==> src/rtl/proc_pkg.sv <==
// Shared processor definitions: word layout, opcode constants and the
// instruction feeder state encoding.
package proc_pkg;

    localparam int DATA_W  = 16;
    localparam int OPC_MSB = 15;
    localparam int OPC_LSB = 12;

    localparam logic [3:0] OP_MV  = 4'b0000;
    localparam logic [3:0] OP_MVI = 4'b0001;
    localparam logic [3:0] OP_ADD = 4'b0010;
    localparam logic [3:0] OP_SUB = 4'b0011;

    typedef enum logic [2:0] {
        IDLE  = 3'd0,
        ISSUE = 3'd1,
        IMM   = 3'd2,
        WAIT  = 3'd3,
        NEXT  = 3'd4,
        HALT  = 3'd5,
        ERROR = 3'd6
    } feeder_state_e;

    function automatic logic op_matches(input logic [3:0] op, input logic [3:0] ref_op);
        return (op == ref_op);
    endfunction

endpackage

==> src/rtl/feeder_prog_mem.sv <==
// Program store for the instruction feeder: register array with
// synchronous write and combinational read; contents survive reset.
module feeder_prog_mem #(
    parameter int DATA_W = 16,
    parameter int ADDR_W = 4
) (
    input  logic              clk_i,
    input  logic              we_i,
    input  logic [ADDR_W-1:0] waddr_i,
    input  logic [DATA_W-1:0] wdata_i,
    input  logic [ADDR_W-1:0] raddr_i,
    output logic [DATA_W-1:0] rdata_o
);

    localparam int DEPTH = 2 ** ADDR_W;

    logic [DATA_W-1:0] mem_q [DEPTH];

    // Write port; no reset so a loaded program can be re-run after reset.
    always_ff @(posedge clk_i) begin
        if (we_i) begin
            mem_q[waddr_i] <= wdata_i;
        end
    end

    assign rdata_o = mem_q[raddr_i];

endmodule

==> src/rtl/instr_feeder.sv <==
// Instruction-issuing master: steps through the program store, pulses run
// with each word on Din and waits for done, handling two-word MVI.
module instr_feeder
    import proc_pkg::*;
#(
    parameter int         DATA_W  = proc_pkg::DATA_W,
    parameter int         ADDR_W  = 4,
    parameter logic [3:0] MVI_OP  = OP_MVI,
    parameter int         TIMEOUT = 64
) (
    input  logic              clock,
    input  logic              reset,
    input  logic              prog_we,
    input  logic [ADDR_W-1:0] prog_addr,
    input  logic [DATA_W-1:0] prog_data,
    input  logic [ADDR_W:0]   prog_len,
    input  logic              start,
    input  logic              done,
    output logic [DATA_W-1:0] Din,
    output logic              run,
    output logic              busy,
    output logic              finished,
    output logic              error,
    output logic [ADDR_W:0]   pc
);

    localparam int PW    = ADDR_W + 1;
    localparam int TMR_W = $clog2(TIMEOUT) + 1;

    feeder_state_e     state_q, state_d;
    logic [DATA_W-1:0] din_q, din_d;
    logic              run_q, run_d;
    logic              busy_q, busy_d;
    logic              finished_q, finished_d;
    logic              error_q, error_d;
    logic [PW-1:0]     pc_q, pc_d;
    logic [PW-1:0]     len_q, len_d;
    logic [TMR_W-1:0]  timer_q, timer_d;
    logic              is_mvi_q, is_mvi_d;

    logic              idle_like_s;
    logic [PW-1:0]     pc_step_s;
    logic [PW-1:0]     rd_ptr_s;
    logic [PW-1:0]     launch_len_s;
    logic [DATA_W-1:0] rd_word_s;
    logic              word_is_mvi_s;
    logic              trunc_s;

    feeder_prog_mem #(
        .DATA_W (DATA_W),
        .ADDR_W (ADDR_W)
    ) u_mem (
        .clk_i   (clock),
        .we_i    (prog_we && !busy_q),
        .waddr_i (prog_addr),
        .wdata_i (prog_data),
        .raddr_i (rd_ptr_s[ADDR_W-1:0]),
        .rdata_o (rd_word_s)
    );

    assign idle_like_s   = (state_q == IDLE) || (state_q == HALT) || (state_q == ERROR);
    assign pc_step_s     = pc_q + (is_mvi_q ? PW'(2) : PW'(1));
    assign launch_len_s  = idle_like_s ? prog_len : len_q;
    assign word_is_mvi_s = op_matches(rd_word_s[OPC_MSB:OPC_LSB], MVI_OP);
    // An MVI in the last slot has no immediate word; its run is withheld.
    assign trunc_s       = word_is_mvi_s && ((rd_ptr_s + PW'(1)) == launch_len_s);

    // Read pointer: word about to be issued, or the immediate after an MVI.
    always_comb begin
        rd_ptr_s = pc_step_s;
        if (idle_like_s) begin
            rd_ptr_s = '0;
        end else if (state_q == ISSUE) begin
            rd_ptr_s = pc_q + PW'(1);
        end else begin
            rd_ptr_s = pc_step_s;
        end
    end

    // Next-state and registered-output logic.
    always_comb begin
        state_d  = state_q;
        din_d    = din_q;
        run_d    = 1'b0;
        pc_d     = pc_q;
        len_d    = len_q;
        timer_d  = timer_q;
        is_mvi_d = is_mvi_q;
        case (state_q)
            IDLE, HALT, ERROR: begin
                if (start) begin
                    len_d   = prog_len;
                    pc_d    = '0;
                    timer_d = '0;
                    if (prog_len == '0) begin
                        state_d = HALT;
                    end else begin
                        state_d  = ISSUE;
                        din_d    = rd_word_s;
                        is_mvi_d = word_is_mvi_s;
                        run_d    = !trunc_s;
                    end
                end else begin
                    state_d = state_q;
                end
            end
            ISSUE: begin
                timer_d = timer_q + TMR_W'(1);
                if (is_mvi_q && ((pc_q + PW'(1)) == len_q)) begin
                    state_d = ERROR;
                end else if (is_mvi_q) begin
                    state_d = IMM;
                    din_d   = rd_word_s;
                end else begin
                    state_d = WAIT;
                end
            end
            IMM, WAIT: begin
                if (done) begin
                    state_d = NEXT;
                end else if (timer_q == TMR_W'(TIMEOUT - 1)) begin
                    state_d = ERROR;
                end else begin
                    timer_d = timer_q + TMR_W'(1);
                end
            end
            NEXT: begin
                timer_d = '0;
                pc_d    = pc_step_s;
                if (pc_step_s >= len_q) begin
                    state_d = HALT;
                end else begin
                    state_d  = ISSUE;
                    din_d    = rd_word_s;
                    is_mvi_d = word_is_mvi_s;
                    run_d    = !trunc_s;
                end
            end
            default: begin
                state_d = IDLE;
            end
        endcase
        busy_d     = (state_d == ISSUE) || (state_d == IMM) ||
                     (state_d == WAIT)  || (state_d == NEXT);
        finished_d = (state_d == HALT);
        error_d    = (state_d == ERROR);
    end

    // State and output registers with synchronous reset.
    always_ff @(posedge clock) begin
        if (reset) begin
            state_q    <= IDLE;
            din_q      <= '0;
            run_q      <= 1'b0;
            busy_q     <= 1'b0;
            finished_q <= 1'b0;
            error_q    <= 1'b0;
            pc_q       <= '0;
            len_q      <= '0;
            timer_q    <= '0;
            is_mvi_q   <= 1'b0;
        end else begin
            state_q    <= state_d;
            din_q      <= din_d;
            run_q      <= run_d;
            busy_q     <= busy_d;
            finished_q <= finished_d;
            error_q    <= error_d;
            pc_q       <= pc_d;
            len_q      <= len_d;
            timer_q    <= timer_d;
            is_mvi_q   <= is_mvi_d;
        end
    end

    assign Din      = din_q;
    assign run      = run_q;
    assign busy     = busy_q;
    assign finished = finished_q;
    assign error    = error_q;
    assign pc       = pc_q;

endmodule

==> config.mk <==
export PLATFORM = sky130hd
export DESIGN_NAME = instr_feeder
export DESIGN_NICKNAME = d
export VERILOG_FILES = /design/src/rtl/proc_pkg.sv /design/src/rtl/feeder_prog_mem.sv /design/src/rtl/instr_feeder.sv
export SDC_FILE = /design/constraint.sdc
export NUM_CORES = 1
export LEC_CHECK = 0
export BUFFER_PORTS_ARGS = -buffer_cell sky130_fd_sc_hd__buf_2
export CORE_MARGIN = 4
export CORE_UTILIZATION = 61
export DETAILED_ROUTE_END_ITERATION = 10
export GPL_TIMING_DRIVEN = 0
export PLACE_DENSITY = 0.88
export SLEW_MARGIN = 20
export SYNTH_ARGS = -nofsm -noshare
export SYNTH_HDL_FRONTEND = slang
export SYNTH_SLANG_ARGS = --single-unit
==> constraint.sdc <==
create_clock -name clock -period 4.17 [get_ports clock]
set_input_delay 0.834 -clock clock [delete_from_list [all_inputs] [get_ports clock]]
set_output_delay 0.834 -clock clock [all_outputs]
set_load 0.03 [all_outputs]
==> results.yml <==
run:
  max_cap_viol_count: 0
die:
  ios: 55
  die_w_um: 151
  core-area_um2: 19800
  fp-row-count: 51
  fp.dieH_um: 151
  dieArea_um2: 22700
  start_util_pct: 62.9
sta:
  clock_skew_ns: 0.0277
  clock.fmax_ghz: 0.259
  report.final.setup_viol: 0
  holdWs_ns: 0.464
  rsz0062_at_grt: "no"
  fin_crit_sh_pct: 92.7
  final-hold-violation-count: 0
  worst-slew-pin-transition_ns: 0.933
  fin_setup_tns_ns: 0
  min_period_ns: 3.87
  maxSlewViolCount: 0
  max_slew_margin_pct: 37.8
synth:
  syn_inst: 984
  synth-async-reset-ratio_pct: 0
  ys_seq_area_share_pct: 68.4
  yosys_warnings: 0
  synth_edf_count: 256
  ys_ff_latch: 297
  syn_nets: 1025
  synth.distinct_cells: 70
  avgSynthCellArea_um2: 12.6
  netlist_area_um2: 12400
  ys.flop_type: "edfxtp_1"
detailed_routing:
  via_per_inst: 6.63
  ant_nets: 0
  first_pass_iters: 6
  drc: 0
  drt_iter0_markers: 1441
  wl_per_cell_um: 24.1
  via_count: 9078
  totalWireLength_um: 33000
clock_network:
  clk_latency_ns: 0.57
  cts_buffer_depth: 3
  clock-root-buffer: "clkbuf_16"
  cts_resized: 0
  tritoncts: "done"
  cts_made_buffers: 28
  hold_buffers: 0
  clk_pin_slew_worst_paths_ns: 0.06
  cts_sinks: 297
  post_cts_buffers: 0
  h-tree-depth: 1
final_layout:
  final_cells: 1370
  drive_gt1_share_pct: 16.7
  area_growth_syn_to_layout_pct: 13.8
  final_area_um2: 14200
  antennaDiodeCount: 0
  final_common_cell: "edfxtp_1"
  fill_cells: 1186
  nets: 1127
  layout_common_cells: "edfxtp_1 (256), nand2_1 (172), nand3_1 (100)"
hold_path:
  worstHoldPathType: "register to register"
  whs_path_depth: 2
  hp-start: "Din[15]"
  whs_endpoint: "Din[15]"
worst_setup_path:
  crit_arrival_ns: 4.38
  r2r_end: "Din[5]"
  critical_path_class: "register to register"
  critPathLaunchType: "register"
  r2r_cells: 12
  required_ns: 4.68
  critPathMaxFanout: 10
  regToRegSetupSlack_ns: 0.30
  endpoint_kind: "register"
  worstReg2RegStart: "is_mvi_q"
grt:
  antenna_found_initial: 1
  grt_first_pass_wirelength_um: 50800
  grt_max_degree: 17
  grt_util_all_layers_pct: 29.5
  grt_pass1_vias: 8972
  grt_overflow_total: 0
power:
  ir_drop_uv: 351
  p_leak_nw: 5.07
  finalPower_mw: 8.80
  p_per_area_nw_per_um2: 622
placed_design:
  gp_congestion: 0.899
  dpl_cell_area_um2: 13300
  hpwlAfterDp_um: 21700
  io_buffer_count: 54
  place_inst: 1321
status:
  status: "finished, final reports clean"
## kinds of logic (layout without fill, tap and decap cells)
family                     Yosys count  after routing  share of synthesized area (%)
AOI/OAI and AO/OA                  150            150                           8.98
and+or+nand+nor                    410            410                           15.4
adders and majority gates           11             11                           1.17
muxes                               16             16                           1.32
DFF                                297            297                           68.4
buffers and inverters               75            196                           2.93
xor gates and xnor gates            25             25                           1.82
## critical path: stages, from the launching register on
cell	delay (ns)
dfxtp_1	0.49
inv_1	0.15
ha_1	0.25
fa_1	0.46
xor2_1	0.22
a21oi_2	0.51
buf_2	0.35
clkbuf_1	0.47
o221ai_1	0.22
o21ai_0	0.12
o21ai_0	0.11
mux2i_1	0.30
a22o_1	0.18
## synth_stat cells, types with 9 or more instances
cell type / count / area, um^2
a21oi_1: 27 / 135
ha_1: 10 / 125
inv_1: 16 / 60.1
o22ai_1: 13 / 81.3
nor2_1: 52 / 195
nor3_1: 12 / 60.1
a21o_1: 9 / 67.6
o221ai_1: 28 / 245
buf_2: 30 / 150
o211ai_1: 13 / 97.6
mux2i_1: 13 / 130
dfxtp_1: 41 / 821
and3_1: 14 / 87.6
xnor2_1: 13 / 114
o21ai_0: 11 / 55.1
nand3_1: 100 / 500
nand2_1: 172 / 646
clkbuf_1: 16 / 60.1
xor2_1: 11 / 96.3
or3_1: 13 / 81.3
edfxtp_1: 256 / 7690
a32o_1: 11 / 110
## per-layer routing
layer  vias up  wire, um  track usage [%]
li1       3888         -                -
met1      4378     11800             39.2
met2       692     16000             48.2
met3       118      3830             5.83
met4         2      1340             11.9
met5         -        17                0
## flip-flops by register name (all words and copies together) (netlist names)
register,count
Din,16
busy,1
error,1
finished,1
is_mvi_q,1
len_q,5
pc,5
run,1
state_q,3
timer_q,7
u_mem.mem_q,256
## through the flow
step,util [%],setup slack (ns)
after floorplan,-,0.712
after global placement,65.9,0.0984
after detailed placement,67.1,0.225
after CTS,71.5,0.175
after global routing,71.6,0.0729
final,71.6,0.303
## where the power goes
group	internal [mW]	switching, mW	total [mW]	leakage, nW
clock network	1.38	1.07	2.45	0.419
registers	3.39	0.107	3.50	2.64
logic	0.951	1.90	2.85	2.00
## final cells by class
cell class	instances	area (um^2)	area share, %
multi-input combinational	612	3620	25.6
timing repair buffer	72	462	3.26
sequential	297	8510	60.1
buffer	57	298	2.10
tap	265	332	2.34
clock buffer	40	756	5.34
inverter	18	67.6	0.477
clock inverter	9	115	0.813
## worst max path at each step
| stage | cells past startpoint | start | endpoint |
|---|---|---|---|
| final | 12 | is_mvi_q | Din[5] |
| after global routing | 12 | is_mvi_q | Din[5] |
| after CTS | 13 | is_mvi_q | Din[1] |
| after detailed placement | 13 | is_mvi_q | Din[1] |
| after global placement | 3 | prog_addr[2] | u_mem.mem_q[0][0] |
| after floorplan | 12 | pc[0] | Din[0] |
(Power assumes the default switching activity.)
